### src/rtl/ex_mem_reg.sv
// rtl/ex_mem_reg.sv - EX/MEM pipeline register with stall/flush control and accumulate hold state
// Optional feature macro: EX_MEM_MADD_EN (multiply-accumulate partial product and phase registers)
module ex_mem_reg #(
   parameter int DATA_W = 32,
   parameter int ADDR_W = 5
) (
   input  logic                clk,
   input  logic                rst,
   input  logic                stall_ex,
   input  logic                stall_mem,
   input  logic                flush,
   input  logic [ADDR_W-1:0]   ex_wd,
   input  logic                ex_wreg,
   input  logic [DATA_W-1:0]   ex_wdata,
   input  logic                ex_whilo,
   input  logic [DATA_W-1:0]   ex_hi,
   input  logic [DATA_W-1:0]   ex_lo,
   input  logic [2*DATA_W-1:0] hilo_temp_i,
   input  logic [1:0]          cnt_i,
   output logic [ADDR_W-1:0]   mem_wd,
   output logic                mem_wreg,
   output logic [DATA_W-1:0]   mem_wdata,
   output logic                mem_whilo,
   output logic [DATA_W-1:0]   mem_hi,
   output logic [DATA_W-1:0]   mem_lo,
   output logic [2*DATA_W-1:0] hilo_temp_o,
   output logic [1:0]          cnt_o
);

   // Per-cycle action after resolving the control priority. Reset and
   // flush share an action: both produce an empty stage with no
   // accumulate state carried forward.
   typedef enum logic [1:0] {
      ACT_CLEAR   = 2'b00,
      ACT_HOLD    = 2'b01,
      ACT_BUBBLE  = 2'b10,
      ACT_ADVANCE = 2'b11
   } act_t;

   act_t act;

   // Resolve rst > flush > both-stalled hold > bubble > advance > illegal-combo hold
   always_comb begin
      act = ACT_HOLD;
      if (rst || flush) begin
         act = ACT_CLEAR;
      end else if (stall_ex && stall_mem) begin
         act = ACT_HOLD;
      end else if (stall_ex) begin
         act = ACT_BUBBLE;
      end else if (!stall_mem) begin
         act = ACT_ADVANCE;
      end else begin
         // MEM stalled while EX runs cannot legally happen upstream;
         // holding avoids both dropping and duplicating an instruction.
         act = ACT_HOLD;
      end
   end

   // MEM-side write-back registers: load on advance, zero on bubble/clear, keep on hold
   always_ff @(posedge clk) begin
      case (act)
         ACT_CLEAR, ACT_BUBBLE: begin
            mem_wd    <= '0;
            mem_wreg  <= 1'b0;
            mem_wdata <= '0;
            mem_whilo <= 1'b0;
            mem_hi    <= '0;
            mem_lo    <= '0;
         end
         ACT_ADVANCE: begin
            mem_wd    <= ex_wd;
            mem_wreg  <= ex_wreg;
            mem_wdata <= ex_wdata;
            mem_whilo <= ex_whilo;
            mem_hi    <= ex_hi;
            mem_lo    <= ex_lo;
         end
         default: begin
         end
      endcase
   end

`ifdef EX_MEM_MADD_EN
   // Accumulate phase: only IDLE and the first-phase code are ever stored;
   // any other incoming phase code collapses back to IDLE.
   typedef enum logic [1:0] {
      PH_IDLE = 2'b00,
      PH_ONE  = 2'b01
   } phase_t;

   phase_t              phase;
   logic [2*DATA_W-1:0] hilo_temp_q;

   // Accumulate FSM: capture partial product while EX is stalled, drop it when the instruction leaves or is discarded
   always_ff @(posedge clk) begin
      case (act)
         ACT_CLEAR, ACT_ADVANCE: begin
            phase       <= PH_IDLE;
            hilo_temp_q <= '0;
         end
         ACT_BUBBLE: begin
            hilo_temp_q <= hilo_temp_i;
            phase       <= (cnt_i == 2'b01) ? PH_ONE : PH_IDLE;
         end
         default: begin
         end
      endcase
   end

   assign hilo_temp_o = hilo_temp_q;
   assign cnt_o       = phase;
`else
   // Accumulate support absent: the returned state is constant and the
   // EX-side accumulate inputs are deliberately left without a sink.
   logic unused_madd_inputs;

   assign unused_madd_inputs = ^{hilo_temp_i, cnt_i};
   assign hilo_temp_o        = '0;
   assign cnt_o              = 2'b00;
`endif

endmodule

### config.mk
export PLATFORM = sky130hd
export DESIGN_NAME = ex_mem_reg
export DESIGN_NICKNAME = d
export VERILOG_FILES = /design/src/rtl/ex_mem_reg.sv
export SDC_FILE = /design/constraint.sdc
export NUM_CORES = 1
export LEC_CHECK = 0
export BUFFER_PORTS_ARGS = -buffer_cell sky130_fd_sc_hd__buf_4
export CAP_MARGIN = 25
export CELL_PAD_IN_SITES_DETAIL_PLACEMENT = 0
export CELL_PAD_IN_SITES_GLOBAL_PLACEMENT = 1
export CORE_AREA = 2 2 135 137
export DETAILED_ROUTE_END_ITERATION = 8
export DIE_AREA = 0 0 137 139
export MAX_ROUTING_LAYER = met4
export PLACE_DENSITY_LB_ADDON = 0.12
export SLEW_MARGIN = 20
export SYNTH_ARGS = -nofsm -noshare
export SYNTH_HDL_FRONTEND = slang
export SYNTH_SLANG_ARGS = --single-unit
### constraint.sdc
create_clock -name clk -period 4.4 [get_ports clk]
set_input_delay 0.66 -clock clk [delete_from_list [all_inputs] [get_ports clk]]
set_output_delay 0.66 -clock clk [all_outputs]
set_load 0.05 [all_outputs]
==> impl_metrics.py <==
metrics = {
    "outcome": {
        "status": "complete, no violations",
    },
    "finish": {
        "antenna_cells": 0,
        "post-route-util_pct": 35.32,
        "nets": 674,
        "synthToLayoutAreaGrowth_pct": 40.87,
        "nFillCells": 1795,
        "drive_gt1_share_pct": 50.99,
    },
    "setup_path": {
        "worstPathRequired_ns": 4.41,
        "path_class": "input port to flop",
        "startpoint": "flush",
        "max_stage_delay_ns": 0.58,
        "worst-path-stages": 4,
        "crit_path_start_kind": "input port",
        "crit_chain": "buf_4 > nor2_1 > nand2_4 > buf_4",
        "crit_top_cell": "buf_4",
        "cp_top_family": "simple AND/OR/NAND/NOR gates",
        "cp_max_fo": 56,
        "endpoint_kind": "flop",
        "worstPathArrival_ns": 1.87,
        "crit_slowest_cell": "nand2_4",
        "crit_path_end": "mem_lo[12]$_SDFFCE_PP0P_",
        "path_buf_inv": 2,
    },
    "synth": {
        "synth_area_leaders": "edfxtp_1 70%, buf_4 11%, and2_1 11%",
        "synth_area_per_cell_um2": 15.42,
        "ys_warn_count": 0,
        "synth_cell_types": 11,
        "netlist_instances": 287,
        "yosysTopAreaCell": "edfxtp_1",
        "synth_area_um2": 4427,
        "synth_top_area_share_pct": 69.87,
        "seq_area_frac_synth_pct": 69.87,
        "synth-seq-cells": 103,
    },
    "timing": {
        "rsz0062_at_grt": "no",
        "setup_viol": 0,
        "finalHoldViolations": 0,
        "min_period_ns": 1.858,
        "fmax_ghz": 0.5381,
        "worst_pin_slew_ns": 0.7856,
        "finalMaxSlewViolations": 0,
        "finalCritPeriodShare_pct": 42.23,
        "fin_setup_tns_ns": 0,
        "slew_headroom_pct": 47.58,
    },
    "clock_tree": {
        "hold_buffers": 0,
        "cts_made_buffers": 9,
        "cts_buffer_depth": 2,
        "cts_tree": "yes",
        "clk_pin_slew_ns": 0.07,
        "cts-root-buf": "clkbuf_16",
        "cts-resized-gates": 0,
        "post_cts_buffers": 0,
        "clock_sinks": 103,
        "htreeDepth": 3,
    },
    "detailed_routing": {
        "ant_nets": 0,
        "wl_per_cell_um": 13.74,
        "drt-pass1-iter-count": 3,
        "drcViolationCount": 0,
        "routed_wl_um": 10070,
        "drt_first_iter_violations": 124,
        "num_vias": 2652,
        "vias_per_cell": 3.618,
    },
    "global_routing": {
        "grtUsageMet3_pct": 3.618,
        "grt_util_met2_pct": 16.44,
        "grt_antenna_before_repair": 0,
        "grt_pass1_wl_um": 14390,
        "grt-busiest-layer": "met2",
        "grt_pass1_vias": 2641,
        "grt_max_degree": 57,
        "grt_use_met1_pct": 11.93,
        "grtUsageTotal_pct": 10.50,
        "grt_overflow": 0,
    },
    "placement": {
        "gp_congestion": 0.6680,
        "dpl.hpwl_um": 7143,
        "port_buffers": 210,
    },
    "run": {
        "drv_cap": 0,
    },
    "floorplanning": {
        "core_area_um2": 17660,
        "die_area_um2": 19040,
        "dieHeight_um": 139,
        "ios": 343,
        "initial_core_util_pct": 25.07,
        "die_width_um": 137,
        "rows": 49,
    },
    "power": {
        "p_leak_nw": 2.953,
        "power_mw": 2.432,
        "powerDensity_nw_per_um2": 390.0,
        "ir_worst_vdd_mv": 0.1623,
    },
    "min_path": {
        "hp-class": "input port to flop",
    },
}
-- flip-flops by register name, summed over array words and instances (netlist names) --
| name | flops |
|---|---|
| mem_lo | 32 |
| mem_whilo | 1 |
| mem_wreg | 1 |
| mem_hi | 32 |
| mem_wd | 5 |
| mem_wdata | 32 |
-- how the worst min path moves through the flow --
stage                             endpoint  cells past startpoint  slack (ns)          from
5_1_grt        mem_wdata[22]$_SDFFCE_PP0P_                      2        0.57  ex_wdata[22]
6_report        mem_wdata[4]$_SDFFCE_PP0P_                      2        0.59   ex_wdata[4]
3_3_place_gp    mem_wdata[4]$_SDFFCE_PP0P_                      2        0.94   ex_wdata[4]
4_1_cts         mem_wdata[4]$_SDFFCE_PP0P_                      2        0.56   ex_wdata[4]
3_5_place_dp   mem_wdata[24]$_SDFFCE_PP0P_                      2        0.94  ex_wdata[24]
2_1_floorplan      mem_hi[0]$_SDFFCE_PP0P_                      1        0.86      ex_hi[0]
-- cell usage after synthesis --
cell        n
buf_6       1
and2_1     76
nor4_4      1
conb_1      1
buf_4      66
edfxtp_1  103
buf_8       7
clkbuf_1    3
nand2_1     1
nor2_1      1
and2_2     27
-- logic make-up after synthesis --
kind of cell | after synthesis | synth area share [%]
DFF | 103 | 69.87
and+or+nand+nor | 106 | 15.97
buffers and inverters | 77 | 14.08
other | 1 | 0.08471
-- power by group --
group	internal (mW)	leakage, nW	total (mW)	switching (mW)
clock	0.440	0.135	0.796	0.356
sequential	1.13	1.19	1.14	0.0140
combinational	0.133	1.63	0.495	0.362
-- routing by layer --
metal / share of wire (%) / wire, µm / up-vias
met2: 47 / 4689 / 170
li1: - / - / 1257
met5: 0 / 0 / -
met1: 41 / 4114 / 1215
met4: 1.9 / 190 / 0
met3: 11 / 1076 / 10
-- cells in the final DEF (no fill, tap or decap) --
master	count
clkinv_2	1
clkinvlp_4	2
clkbuf_1	1
clkbuf_16	9
inv_6	1
nor2_1	1
edfxtp_1	103
nand2_4	1
and2_1	76
and2_2	27
bufinv_16	1
conb_1	66
buf_4	214
nor4_4	1
-- metrics by stage --
stage	hold slack (ns)	cell area, µm²	std cells	setup WS, ns
floorplan	0.8582	4671	352	1.022
global placement	0.9376	5948	718	2.138
detailed placement	0.9413	5948	718	2.118
CTS	0.5625	6236	733	2.507
global route	0.5709	6236	733	2.410
finish	0.5864	6236	733	2.542
-- final cells by class --
type / count / area, µm² / area share [%]
Sequential cell: 103 / 3093 / 49.60
Timing Repair Buffer: 214 / 1607 / 25.76
Multi-Input combinational cell: 172 / 962.2 / 15.43
Tap cell: 229 / 286.5 / 4.595
Clock buffer: 10 / 229.0 / 3.672
Clock inverter: 5 / 58.81 / 0.9430
(Power assumes the default switching activity.)
